--- src/rtl/matrix_pwm_driver.sv ---
// matrix_pwm_driver: multi-chain BCM LED driver with double-buffered frame RAM and brightness-scaled OE
module matrix_pwm_driver #(
  parameter int NUM_CHANNELS   = 2,
  parameter int LEDS_PER_CHAIN = 256,
  parameter int PWM_BITS       = 16,
  parameter int LATCH_CYCLES   = 10,
  parameter int SWAP_BYTES     = 1
) (
  input  logic                                 i_clk,
  input  logic                                 i_rst,
  input  logic                                 i_enable,
  input  logic [7:0]                           i_brightness,
  input  logic                                 i_swap_req,
  output logic                                 o_bank,
  output logic                                 o_frame_done,
  output logic                                 o_led_oe,
  output logic                                 o_led_clk,
  output logic                                 o_led_lat,
  output logic [NUM_CHANNELS-1:0]              o_led_data,
  output logic [$clog2(LEDS_PER_CHAIN):0]      o_raddr,
  input  logic [NUM_CHANNELS*PWM_BITS-1:0]     i_rdata
);
  localparam int AW = $clog2(LEDS_PER_CHAIN);
  localparam int PW = PWM_BITS > 1 ? $clog2(PWM_BITS) : 1;
  localparam int LW = LATCH_CYCLES > 1 ? $clog2(LATCH_CYCLES) : 1;
  localparam int DW = 9 + PWM_BITS;
  localparam logic [AW-1:0] FLIP = AW'(15);
  typedef enum logic [2:0] {IDLE, PREFETCH, SHIFT, WAIT_OE, LATCH, ADVANCE} state_t;
  state_t state, state_n;
  logic [AW-1:0] k, k_n;
  logic ph, ph_n, pend, pend_n;
  logic [PW-1:0] plane, plane_n;
  logic [LW-1:0] lc, lc_n;
  logic [DW-1:0] cnt, cnt_n, dval;
  logic bank_n, done_n, oe_n, lclk_n, lat_n;
  logic [NUM_CHANNELS-1:0] data_n, bits;
  logic [AW:0] raddr_n;
  genvar c;
  generate
    for (c = 0; c < NUM_CHANNELS; c++) begin : g_ch
      logic [PWM_BITS-1:0] w;
      if (SWAP_BYTES != 0) begin : g_sw
        assign w = {i_rdata[c*PWM_BITS +: 8], i_rdata[c*PWM_BITS+8 +: 8]};
      end else begin : g_ns
        assign w = i_rdata[c*PWM_BITS +: PWM_BITS];
      end
      assign bits[c] = w[plane];
    end
  endgenerate
  assign dval = (DW'(i_brightness) + DW'(1)) << plane;
  always_comb begin
    state_n = state;
    k_n = k;
    ph_n = ph;
    plane_n = plane;
    lc_n = lc;
    pend_n = pend | i_swap_req;
    bank_n = o_bank;
    done_n = 1'b0;
    lclk_n = 1'b0;
    lat_n = 1'b0;
    data_n = '0;
    raddr_n = o_raddr;
    // OE timer is free-running: counts down the display time while the next plane shifts
    oe_n = o_led_oe | (cnt == DW'(1));
    cnt_n = o_led_oe ? cnt : cnt - DW'(1);
    case (state)
      IDLE: if (i_enable) begin
        bank_n = o_bank ^ pend_n;
        pend_n = 1'b0;
        plane_n = '0;
        state_n = PREFETCH;
      end
      PREFETCH: begin
        raddr_n = {o_bank, FLIP};
        k_n = '0;
        ph_n = 1'b0;
        state_n = SHIFT;
      end
      SHIFT: if (!ph) begin
        data_n = bits;
        raddr_n = {o_bank, (k + AW'(1)) ^ FLIP};
        ph_n = 1'b1;
      end else begin
        lclk_n = 1'b1;
        data_n = o_led_data;
        ph_n = 1'b0;
        k_n = k + AW'(1);
        state_n = (k == AW'(LEDS_PER_CHAIN-1)) ? WAIT_OE : SHIFT;
      end
      WAIT_OE: if (o_led_oe) begin
        lat_n = 1'b1;
        lc_n = '0;
        state_n = LATCH;
      end
      LATCH: begin
        lat_n = 1'b1;
        lc_n = lc + LW'(1);
        if (lc == LW'(LATCH_CYCLES-1)) begin
          lat_n = 1'b0;
          oe_n = 1'b0;
          cnt_n = dval;
          state_n = ADVANCE;
        end
      end
      ADVANCE: if (plane != PW'(PWM_BITS-1)) begin
        plane_n = plane + PW'(1);
        state_n = PREFETCH;
      end else begin
        done_n = 1'b1;
        plane_n = '0;
        bank_n = o_bank ^ pend_n;
        pend_n = 1'b0;
        state_n = i_enable ? PREFETCH : IDLE;
      end
      default: state_n = IDLE;
    endcase
  end
  always_ff @(posedge i_clk) begin
    if (i_rst) begin
      state <= IDLE;
      k <= '0;
      ph <= 1'b0;
      plane <= '0;
      lc <= '0;
      cnt <= '0;
      pend <= 1'b0;
      o_bank <= 1'b0;
      o_frame_done <= 1'b0;
      o_led_oe <= 1'b1;
      o_led_clk <= 1'b0;
      o_led_lat <= 1'b0;
      o_led_data <= '0;
      o_raddr <= '0;
    end else begin
      state <= state_n;
      k <= k_n;
      ph <= ph_n;
      plane <= plane_n;
      lc <= lc_n;
      cnt <= cnt_n;
      pend <= pend_n;
      o_bank <= bank_n;
      o_frame_done <= done_n;
      o_led_oe <= oe_n;
      o_led_clk <= lclk_n;
      o_led_lat <= lat_n;
      o_led_data <= data_n;
      o_raddr <= raddr_n;
    end
  end
endmodule

--- config.mk ---
export PLATFORM = sky130hd
export DESIGN_NAME = matrix_pwm_driver
export DESIGN_NICKNAME = d
export VERILOG_FILES = /design/src/rtl/matrix_pwm_driver.sv
export SDC_FILE = /design/constraint.sdc
export NUM_CORES = 1
export LEC_CHECK = 0
export CAP_MARGIN = 20
export CORE_MARGIN = 2
export CORE_UTILIZATION = 53
export CTS_CLUSTER_SIZE = 25
export DETAILED_ROUTE_END_ITERATION = 12
export PLACE_DENSITY_LB_ADDON = 0.12
export RECOVER_POWER = 25
export SLEW_MARGIN = 20
export SYNTH_ARGS = -nofsm -noshare
export SYNTH_HDL_FRONTEND = slang
export SYNTH_SLANG_ARGS = --single-unit
--- constraint.sdc ---
create_clock -name i_clk -period 2.3 [get_ports i_clk]
set_clock_uncertainty 0.1 [all_clocks]
set_input_delay 0.46 -clock i_clk [delete_from_list [all_inputs] [get_ports i_clk]]
set_output_delay 0.46 -clock i_clk [all_outputs]
set_load 0.02 [all_outputs]
==> results of run 1 <==
==> metrics by stage <==
step	setup TNS [ps]	setup WS (ps)	total power, W
4_1_cts	0	8.59	0.00332
6_report	0	64.8	0.00330
2_1_floorplan	0	282	0.00192
3_3_place_gp	-4880	-373	0.00233
5_1_grt	-6.99	-6.99	0.00344
3_5_place_dp	-4970	-367	0.00237
==> cell type report <==
class / count / area share [%]
Clock buffer: 10 / 2.24
Timing Repair Buffer: 119 / 18.7
Sequential cell: 62 / 21.8
Multi-Input combinational cell: 431 / 53.0
Inverter: 15 / 0.987
Tap cell: 105 / 2.30
Clock inverter: 6 / 1.08
==> worst max path at each step <==
| stage | start | endpoint | slack, ps | depth (start not counted) |
|---|---|---|---|---|
| after CTS | i_brightness[0] | cnt[11]$_SDFF_PP0_ | 9 | 9 |
| after detailed placement | i_brightness[0] | cnt[11]$_SDFF_PP0_ | -370 | 9 |
| final | i_brightness[3] | cnt[11]$_SDFF_PP0_ | 60 | 9 |
| after floorplan | i_brightness[0] | cnt[15]$_SDFF_PP0_ | 280 | 7 |
| after global routing | i_brightness[3] | cnt[11]$_SDFF_PP0_ | -7 | 9 |
| after global placement | i_brightness[0] | cnt[17]$_SDFF_PP0_ | -370 | 8 |
==> cell families (layout without fill, tap and decap cells) <==
group	count (synthesis)	after routing	share of synthesized area, %
simple gates	220	220	27.6
compound gates	153	153	23.5
flops	62	62	28.0
buf+inv	56	150	5.41
xor+xnor	27	27	5.33
mux	24	24	8.26
fa+ha+maj	7	7	1.97
==> per-layer routing <==
| layer | vias up | share of wire [%] | global-route usage, % | wire [um] |
|---|---|---|---|---|
| li1 | 2234 | - | - | - |
| met3 | 30 | 4.5 | 6.01 | 602 |
| met4 | 0 | 2.4 | 9.29 | 327 |
| met2 | 146 | 50 | 51.3 | 6740 |
| met5 | - | 0 | 0 | 0 |
| met1 | 2245 | 43 | 36.7 | 5710 |
==> cells in the mapped netlist, types with 3 or more instances <==
cell type and n:
sky130_fd_sc_hd__o221ai_1 4, sky130_fd_sc_hd__xor2_1 10, sky130_fd_sc_hd__nor4_1 7, sky130_fd_sc_hd__mux2i_1 13, sky130_fd_sc_hd__inv_1 14, sky130_fd_sc_hd__o31a_1 5
sky130_fd_sc_hd__o21ai_0 25, sky130_fd_sc_hd__a221oi_1 4, sky130_fd_sc_hd__nand2_1 47, sky130_fd_sc_hd__nor3b_1 3, sky130_fd_sc_hd__nor2b_1 5, sky130_fd_sc_hd__nor3_2 3
sky130_fd_sc_hd__o211ai_1 12, sky130_fd_sc_hd__nand3_1 23, sky130_fd_sc_hd__a211oi_1 6, sky130_fd_sc_hd__dfxtp_1 62, sky130_fd_sc_hd__nor2_1 54, sky130_fd_sc_hd__nor4b_2 4
sky130_fd_sc_hd__o21ai_1 5, sky130_fd_sc_hd__nor3_1 16, sky130_fd_sc_hd__and3_1 4, sky130_fd_sc_hd__or3_1 10, sky130_fd_sc_hd__ha_1 7, sky130_fd_sc_hd__a311oi_1 5
sky130_fd_sc_hd__clkbuf_1 20, sky130_fd_sc_hd__nand4b_1 3, sky130_fd_sc_hd__buf_2 18, sky130_fd_sc_hd__o22ai_1 8, sky130_fd_sc_hd__nand4_1 7, sky130_fd_sc_hd__or4_1 5
sky130_fd_sc_hd__mux4_2 10, sky130_fd_sc_hd__a31oi_1 9, sky130_fd_sc_hd__a21oi_1 35, sky130_fd_sc_hd__a2bb2oi_1 3, sky130_fd_sc_hd__nand2b_1 7, sky130_fd_sc_hd__xnor2_1 17
sky130_fd_sc_hd__nand3b_1 5
==> sequential cells by signal, indices dropped and copies added (netlist names) <==
| name | flops |
|---|---|
| cnt | 25 |
| o_raddr | 9 |
| k | 8 |
| lc | 4 |
| plane | 4 |
| state | 3 |
| o_led_data | 2 |
| o_bank | 1 |
| o_frame_done | 1 |
| o_led_clk | 1 |
| o_led_lat | 1 |
| o_led_oe | 1 |
| pend | 1 |
| ph | 1 |
==> critical path, delay by kind of cell <==
kind / cells / cell delay, ps
buffers and inverters: 4 / 950
AOI/OAI and AO/OA: 3 / 420
and+or+nand+nor: 2 / 580
==> power groups by stage <==
stage               clock (W)  sequential [W]  combinational (W)
finish               0.000962         0.00122            0.00112
global route          0.00100         0.00123            0.00121
CTS                  0.000965         0.00122            0.00113
detailed placement          0         0.00125            0.00112
global placement            0         0.00124            0.00110
floorplan                   0         0.00128           0.000639
==> timing repair <==
| item | in CTS | in global routing |
|---|---|---|
| buffers inserted | 0 | 1 |
| resized for setup | 0 | 15 |
| endpoints found under the setup margin | 0 | 12 |
==> impl_metrics.json, run 1 <==
{
  "run_status": "finished clean",
  "register_to_register_setup_slack_ps": 160,
  "syn-cell-area_sq_um": 4440,
  "placement.io_buffers": 59,
  "gr-total-overflow": 0,
  "layout.nets": 689,
  "critPathLaunchType": "input port",
  "detail_route.wirelength_um": 13400,
  "final-seq-area_sq_um": 1240,
  "synth_cell_types": 79,
  "pin_count_of_the_biggest_net_entering_global_routing": 44,
  "synth_enable_flop_cells": 0,
  "timing.reg2reg.worst_path_depth": 5,
  "timing_worst_slew_pin_value_ps": 727,
  "drt-wirelength-per-cell_um": 17.9,
  "root_buffer": "sky130_fd_sc_hd__clkbuf_8",
  "synth-main-ff-cell": "sky130_fd_sc_hd__dfxtp_1",
  "hold_path_origin": "lc[3]$_SDFFE_PP0P_",
  "min_delay_path_depth": 1,
  "io-pin-count": 60,
  "critPathRequiredTime_ps": 2480,
  "vdd.ir_drop.worst_mv": 0.267,
  "worst_r2r_startpoint": "state[0]$_SDFFE_PP0P_",
  "finish.utilization_pct": 69.8,
  "min_to": "lc[3]$_SDFFE_PP0P_",
  "critPathMostFrequentCell": "sky130_fd_sc_hd__buf_4",
  "timing.final.crit_share_pct": 97.2,
  "core_region_area_sq_um": 8180,
  "die-area_sq_um": 9120,
  "global_route.usage.total_pct": 29.6,
  "min_period_ps": 2240,
  "timing_worst_setup_path_type": "input port to flip-flop",
  "dp.cells": 731,
  "critPathMaxFanout": 5,
  "max_clock_freq_mhz": 447,
  "worst_setup_hold_path_clk_slew_ps": 70,
  "area_growth_pct": 28.5,
  "commonest_cells_after_routing_fill_and_taps_aside": "sky130_fd_sc_hd__dfxtp_1, sky130_fd_sc_hd__clkdlybuf4s50_1, sky130_fd_sc_hd__nor2_1",
  "timing.critical_path.arrival_ps": 2410,
  "die_w_um": 95.5,
  "cts_tree": "done",
  "leak_pwr_nw": 2.01,
  "multiInputGateArea_sq_um": 3020,
  "synth.area.top_cells": "sky130_fd_sc_hd__dfxtp_1, sky130_fd_sc_hd__mux4_2, sky130_fd_sc_hd__nor2_1",
  "async_set_or_reset_register_ratio_after_synthesis_pct": 0,
  "synthesis.area_per_instance_sq_um": 8.09,
  "place.detailed.hpwl_um": 10000,
  "fin_worst_hold_slack_ps": 379,
  "n_antenna_cell": 0,
  "stdcell_area_sq_um": 5700,
  "power-per-cell-area_nw_per_um2": 579,
  "ys_warnings": 0,
  "fin_cells": 748,
  "most_frequent_standard_cell_in_the_layout_excluding_fill_and_tap_cells": "sky130_fd_sc_hd__dfxtp_1",
  "cp-end-kind": "flip-flop",
  "place_congestion": 1.03,
  "grt_pass1_vias": 4293,
  "initial_utilization_pct": 54.3,
  "cp_slowest_cell": "sky130_fd_sc_hd__clkdlybuf4s50_1",
  "grt_antenna_before_repair": 0,
  "hold_path_class": "flip-flop to flip-flop",
  "first_pass_grt_wire_length_um": 21000,
  "post-synth-top-area-fraction_pct": 28.0,
  "final-max-slew-violation-count": 0,
  "power.combinational.fraction_pct": 34.0,
  "cts-root-to-sink-buffers": 2,
  "detailedRoute.firstPassIterationCount": 5,
  "drv.max_cap_violation_count": 0,
  "placed_area_sq_um": 5450,
  "switching_share_pct": 35.0,
  "seq_power_share_pct": 36.9,
  "placement_rows": 33,
  "critical_path.cell_chain": "clkdlybuf4s50_1 > buf_4 > and4_1 > buf_4 > a311oi_1 > nor4_2 > buf_4 > o21ai_0 > a32oi_1",
  "synth_fp_nets": 600,
  "detailedRoute.firstIterationViolations": 254,
  "timing_hold_violations_final": 0,
  "max_slew_margin_pct": 51.5,
  "synth_top_cell_by_area": "sky130_fd_sc_hd__dfxtp_1",
  "cts.sink_count": 62,
  "die_height_um": 95.5,
  "vias": 4655,
  "htree_num_levels": 3,
  "post_route_cells_drive_above_1_share_pct": 17.6,
  "num-fill-cells": 699,
  "power_switching_w": 0.00115,
  "cts_hold_buffers": 0,
  "setup_viol": 0,
  "critical_path.max_stage_delay_ps": 490,
  "drc": 0,
  "internal_power_w": 0.00215,
  "power.share.clock_pct": 29.1,
  "ant_nets": 0,
  "clock_insertion_delay_worst_skew_ps": 360,
  "cts_buffers": 9,
  "yosysSeqAreaShare_pct": 28.0,
  "critical_path.reg2reg.endpoint": "cnt[12]$_SDFF_PP0_",
  "yosys_register_bits": 62,
  "synth_cells": 549,
  "route.detailed.vias_per_inst": 6.22
}
Note: power is estimated with default switching activity, not from simulation.
==> run 2, diff against run 1 <==
--- a/config.mk
+++ b/config.mk
@@ -5,14 +5,13 @@
 export SDC_FILE = /design/constraint.sdc
 export NUM_CORES = 1
 export LEC_CHECK = 0
-export CAP_MARGIN = 20
+export CAP_MARGIN = 25
 export CORE_MARGIN = 2
 export CORE_UTILIZATION = 53
 export CTS_CLUSTER_SIZE = 25
 export DETAILED_ROUTE_END_ITERATION = 12
 export PLACE_DENSITY_LB_ADDON = 0.12
 export RECOVER_POWER = 25
-export SLEW_MARGIN = 20
 export SYNTH_ARGS = -nofsm -noshare
 export SYNTH_HDL_FRONTEND = slang
 export SYNTH_SLANG_ARGS = --single-unit
==> run 2 against run 1 <==
Compared with the run above:
- clock-buffer cell count up 1
- flip-flop and latch count is the same
- critical endpoint is now cnt[8]$_SDFF_PP0_
- clock power shrank 8.3%
- sequential power barely moved
- setup slack got worse by 33 ps
- register-to-register slack got worse by 20 ps
- global-route usage decreased by 0.35 points
- fmax down 1.5%
- non-clock buffer count up 1
==> impl_metrics.json, run 2 (synthesis results as in run 1) <==
{
  "critPathCapture": "cnt[8]$_SDFF_PP0_",
  "register_to_register_setup_slack_ps": 140,
  "die_w_um": 95.5,
  "pre_cts_ws_ps": -352,
  "max_slew_margin_pct": 54.5,
  "timing_worst_setup_path_type": "input port to flip-flop",
  "htree_num_levels": 3,
  "detailedRoute.firstPassIterationCount": 5,
  "place.detailed.hpwl_um": 9940,
  "power-per-cell-area_nw_per_um2": 570,
  "fin_cells": 749,
  "drv.max_cap_violation_count": 0,
  "placement_rows": 33,
  "num-fill-cells": 696,
  "most_frequent_standard_cell_in_the_layout_excluding_fill_and_tap_cells": "sky130_fd_sc_hd__dfxtp_1",
  "power.share.clock_pct": 27.3,
  "cts_buffers": 9,
  "internal_power_w": 0.00208,
  "switching_share_pct": 35.6,
  "leak_pwr_nw": 2.00,
  "multiInputGateArea_sq_um": 3000,
  "global_route.usage.total_pct": 29.2,
  "vdd.ir_drop.worst_mv": 0.351,
  "critPathMaxFanout": 4,
  "cts.sink_count": 62,
  "die-area_sq_um": 9120,
  "biggest_regs": "cnt (25), o_raddr (9), k (8)",
  "timing_hold_violations_final": 0,
  "die_height_um": 95.5,
  "critical_path.reg2reg.endpoint": "cnt[13]$_SDFF_PP0_",
  "detail_route.wirelength_um": 13100,
  "worst_r2r_startpoint": "state[0]$_SDFFE_PP0P_",
  "critPathRequiredTime_ps": 2450,
  "grt_antenna_before_repair": 0,
  "run_status": "finished clean",
  "power.combinational.fraction_pct": 35.1,
  "stdcell_area_sq_um": 5670,
  "pin_count_of_the_biggest_net_entering_global_routing": 44,
  "root_buffer": "sky130_fd_sc_hd__clkbuf_8",
  "initial_utilization_pct": 54.3,
  "timing.critical_path.from": "i_brightness[1]",
  "min_period_ps": 2270,
  "seq_power_share_pct": 37.7,
  "timing.reg2reg.worst_path_depth": 5,
  "cts_tree": "done",
  "n_antenna_cell": 0,
  "hold_path_class": "flip-flop to flip-flop",
  "worst_setup_hold_path_clk_slew_ps": 70,
  "placed_area_sq_um": 5460,
  "area_growth_pct": 27.8,
  "drt-wirelength-per-cell_um": 17.5,
  "io-pin-count": 60,
  "setup_viol": 0,
  "grt_pass1_vias": 4282,
  "timing.final.crit_share_pct": 98.6,
  "ant_nets": 0,
  "clock_insertion_delay_worst_skew_ps": 350,
  "layout.nets": 690,
  "gr-total-overflow": 0,
  "first_pass_grt_wire_length_um": 20800,
  "commonest_cells_after_routing_fill_and_taps_aside": "sky130_fd_sc_hd__dfxtp_1, sky130_fd_sc_hd__clkdlybuf4s50_1, sky130_fd_sc_hd__nor2_1",
  "dp.cells": 732,
  "timing_worst_slew_pin_value_ps": 683,
  "power_switching_w": 0.00115,
  "flip_flop_count_of_the_largest_register_all_copies_and_words_added": 25,
  "final-seq-area_sq_um": 1240,
  "post-layout-total-power_w": 0.00323,
  "timing.critical_path.arrival_ps": 2420,
  "cts-root-to-sink-buffers": 2,
  "rsz0062_at_grt": "yes",
  "core_region_area_sq_um": 8180,
  "route.detailed.vias_per_inst": 6.25,
  "placement.io_buffers": 59,
  "layout_setup_ws_ps": 31.7,
  "critPathLaunchType": "input port",
  "cp-end-kind": "flip-flop",
  "post_route_cells_drive_above_1_share_pct": 17.4,
  "max_clock_freq_mhz": 441,
  "vias": 4678,
  "final-max-slew-violation-count": 0,
  "finish.utilization_pct": 69.4,
  "place_congestion": 1.03,
  "largest_register_by_flop_count": "cnt",
  "detailedRoute.firstIterationViolations": 274,
  "drc": 0
}
## run 2: cell types whose count changed in the layout (fill, tap and decap cells not counted), sizes merged
cell | before | now
clkdlybuf4s50 | 57 | 58
clkbuf | 14 | 15
inv | 15 | 14
bufinv | 1 | 0
clkinv | 4 | 5
dlymetal6s2s | 2 | 1
buf | 56 | 57
## run 2: stage by stage
stage | hold WS [ps] | TNS, ps
floorplan | 340 | 0
global placement | 355 | -4880
detailed placement | 362 | -4910
CTS | 377 | -9.20
global route | 398 | -16.1
finish | 391 | 0
## run 2: layout make-up
class,count,share of cell area (%)
inverters,15,0.992
clock buffers,11,2.49
multi-input cells,431,52.9
clock inverters,5,0.617
flip-flops and latches,62,21.9
well taps,105,2.32
repair buffers,120,18.9
## run 2: timing repair
action | in CTS | in global routing
buffers inserted | 0 | 1
gates resized for setup | 0 | 10
pin swaps | 0 | 2
hold buffers | 0 | 0
setup endpoints to repair | 2 | 12
hold endpoints to repair | 0 | 0
## run 2: critical path, cell delays in order
cell                              delay, ps
sky130_fd_sc_hd__clkdlybuf4s50_1        500
sky130_fd_sc_hd__nand4_1                230
sky130_fd_sc_hd__buf_4                  210
sky130_fd_sc_hd__or4_1                  510
sky130_fd_sc_hd__nand4_1                190
sky130_fd_sc_hd__o21ai_1                 80
sky130_fd_sc_hd__a221oi_1               240
## run 2: worst min path at each step
stage	from	endpoint	slack, ps	cells past startpoint
floorplan	lc[3]$_SDFFE_PP0P_	lc[3]$_SDFFE_PP0P_	340	1
global placement	lc[3]$_SDFFE_PP0P_	lc[3]$_SDFFE_PP0P_	350	1
detailed placement	lc[3]$_SDFFE_PP0P_	lc[3]$_SDFFE_PP0P_	360	1
CTS	lc[3]$_SDFFE_PP0P_	lc[3]$_SDFFE_PP0P_	380	1
global route	lc[3]$_SDFFE_PP0P_	lc[3]$_SDFFE_PP0P_	400	1
finish	lc[3]$_SDFFE_PP0P_	lc[3]$_SDFFE_PP0P_	390	1
## run 2: power by group through the flow
| stage | Sequential, W | Clock [W] | Combinational [W] |
|---|---|---|---|
| 2_1_floorplan | 0.00128 | 0 | 0.000639 |
| 3_3_place_gp | 0.00124 | 0 | 0.00110 |
| 3_5_place_dp | 0.00124 | 0 | 0.00114 |
| 4_1_cts | 0.00122 | 0.000887 | 0.00115 |
| 5_1_grt | 0.00123 | 0.000939 | 0.00122 |
| 6_report | 0.00122 | 0.000882 | 0.00113 |
## run 2: metal layers
| metal | track usage (%) | routed length (um) |
|---|---|---|
| met1 | 35.6 | 5530 |
| met2 | 50.5 | 6530 |
| met3 | 6.64 | 678 |
| met4 | 10.1 | 386 |
| met5 | 0 | 0 |
==> run 3, diff against run 2 <==
--- a/config.mk
+++ b/config.mk
@@ -6,7 +6,6 @@
 export NUM_CORES = 1
 export LEC_CHECK = 0
 export CAP_MARGIN = 25
-export CORE_MARGIN = 2
 export CORE_UTILIZATION = 53
 export CTS_CLUSTER_SIZE = 25
 export DETAILED_ROUTE_END_ITERATION = 12
==> run 3 against run 2 <==
Compared with the run above:
- cell area is 0.18% lower
- die area is 4.1% lower
- total power is 3.2% higher
- highest routed layer unchanged
- setup slack better by 36 ps
- global-route usage is 1.8 points higher
- critical endpoint is now cnt[10]$_SDFF_PP0_
- flip-flop and latch count stayed put
- sequential share of layout area hardly changed
- clock power is 16% higher
- critical path depth stayed put
- first-iteration DRC count is 13% lower
- fmax is 1.6% higher
==> impl_metrics.json, run 3 (synthesis results as in run 1) <==
{
  "timing.critical_path.arrival_ps": 2410,
  "gr-total-overflow": 0,
  "layout.nets": 686,
  "power-per-cell-area_nw_per_um2": 589,
  "leak_pwr_nw": 2.00,
  "vdd.ir_drop.worst_mv": 0.387,
  "vias": 4660,
  "cp-end-kind": "flip-flop",
  "biggest_regs": "cnt (25), o_raddr (9), k (8)",
  "worst_r2r_startpoint": "plane[0]$_SDFFE_PP0P_",
  "n_antenna_cell": 0,
  "critPathMaxFanout": 26,
  "area_growth_pct": 27.6,
  "post_route_cells_drive_above_1_share_pct": 17.7,
  "fin_worst_hold_slack_ps": 381,
  "place.detailed.hpwl_um": 9940,
  "first_pass_grt_wire_length_um": 21200,
  "pin_count_of_the_biggest_net_entering_global_routing": 40,
  "cts_tree": "done",
  "commonest_cells_after_routing_fill_and_taps_aside": "sky130_fd_sc_hd__dfxtp_1, sky130_fd_sc_hd__clkdlybuf4s50_1, sky130_fd_sc_hd__nor2_1",
  "dp.cells": 729,
  "grt_pass1_vias": 4340,
  "setup_viol": 0,
  "hold_path_class": "flip-flop to flip-flop",
  "fin_cells": 745,
  "root_buffer": "sky130_fd_sc_hd__clkbuf_8",
  "internal_power_w": 0.00218,
  "timing.final.crit_share_pct": 97.1,
  "power.combinational.fraction_pct": 33.3,
  "cts_buffers": 9,
  "drv.max_cap_violation_count": 0,
  "die_height_um": 93.5,
  "flip_flop_count_of_the_largest_register_all_copies_and_words_added": 25,
  "drc": 0,
  "timing_worst_slew_pin_value_ps": 707,
  "cts-root-to-sink-buffers": 2,
  "run_status": "finished clean",
  "timing_hold_violations_final": 0,
  "most_frequent_standard_cell_in_the_layout_excluding_fill_and_tap_cells": "sky130_fd_sc_hd__dfxtp_1",
  "io-pin-count": 60,
  "die-area_sq_um": 8750,
  "detailedRoute.firstIterationViolations": 239,
  "drt-wirelength-per-cell_um": 17.9,
  "detail_route.wirelength_um": 13300,
  "placement.io_buffers": 59,
  "detailedRoute.firstPassIterationCount": 5,
  "cts.repair_timing.setup_buffer_count": 0,
  "seq_power_share_pct": 36.2,
  "timing_worst_setup_path_type": "flip-flop to flip-flop",
  "critPathRequiredTime_ps": 2470,
  "clock_insertion_delay_worst_skew_ps": 350,
  "route.detailed.vias_per_inst": 6.26,
  "power.share.clock_pct": 30.5,
  "cts.sink_count": 62,
  "worst_setup_hold_path_clk_slew_ps": 80,
  "critPathLaunchType": "flip-flop",
  "global_route.usage.total_pct": 31.0,
  "switching_share_pct": 34.6,
  "final-max-slew-violation-count": 0,
  "largest_register_by_flop_count": "cnt",
  "ant_nets": 0,
  "place_congestion": 1.01,
  "hold_path_origin": "lc[3]$_SDFFE_PP0P_",
  "max_clock_freq_mhz": 448,
  "htree_num_levels": 3,
  "die_w_um": 93.5,
  "grt_antenna_before_repair": 0,
  "power_switching_w": 0.00116,
  "max_slew_margin_pct": 52.9,
  "min_period_ps": 2230,
  "timing.critical_path.from": "plane[0]$_SDFFE_PP0P_",
  "placement_rows": 33,
  "rsz0062_at_grt": "yes",
  "core_region_area_sq_um": 8180,
  "initial_utilization_pct": 54.3
}
==> run 3: worst paths after layout <==
| kind | to | slack [ps] | depth (start not counted) |
|---|---|---|---|
| hold reg to reg | lc[3]$_SDFFE_PP0P_ | 380 | 1 |
| hold / removal | lc[3]$_SDFFE_PP0P_ | 380 | 1 |
| setup reg to reg | cnt[10]$_SDFF_PP0_ | 70 | 7 |
| setup / recovery | cnt[10]$_SDFF_PP0_ | 70 | 7 |
==> run 3: per-stage QoR <==
| stage | utilization, % | total power, W | area (sq um) | setup TNS, ps | setup slack (ps) |
|---|---|---|---|---|---|
| floorplan | - | 0.00192 | 4440 | 0 | 282 |
| global placement | 66.3 | 0.00232 | 5420 | -4880 | -344 |
| detailed placement | 66.3 | 0.00234 | 5420 | -5440 | -357 |
| CTS | 68.8 | 0.00335 | 5620 | 0 | 3.30 |
| global route | 69.3 | 0.00350 | 5660 | -108 | -45.9 |
| finish | 69.3 | 0.00334 | 5660 | 0 | 67.2 |
==> run 3: metal layers <==
metal	wire (um)	track usage [%]
met5	0	0
met4	442	12.2
met3	636	4.15
met2	6670	54.0
met1	5590	38.5
==> run 3: timing repair <==
item,4_1_cts,5_1_grt
resized for setup,0,13
hold buffers,0,0
endpoints found under the setup margin,0,12
==> run 3: layout make-up <==
cell class	count	area (sq um)
multi-input cells	431	3000
fillers	685	2510
flip-flops and latches	62	1240
repair buffers	116	1030
clock buffers	10	138
well taps	105	131
clock inverters	6	68.8
inverters	15	56.3
==> run 3: worst max-delay path, stage by stage, from the launching register on <==
cell	delay, ps
sky130_fd_sc_hd__dfxtp_1	340
sky130_fd_sc_hd__clkbuf_2	420
sky130_fd_sc_hd__nand2b_1	210
sky130_fd_sc_hd__or4_1	450
sky130_fd_sc_hd__o211ai_1	180
sky130_fd_sc_hd__buf_4	180
sky130_fd_sc_hd__o21ai_0	100
sky130_fd_sc_hd__a31oi_1	170
==> run 3: power by group through the flow <==
stage / registers (W) / logic [W] / clock network, W
finish: 0.00121 / 0.00111 / 0.00102
global route: 0.00122 / 0.00120 / 0.00108
CTS: 0.00121 / 0.00111 / 0.00103
detailed placement: 0.00124 / 0.00111 / 0
global placement: 0.00123 / 0.00109 / 0
floorplan: 0.00128 / 0.000639 / 0
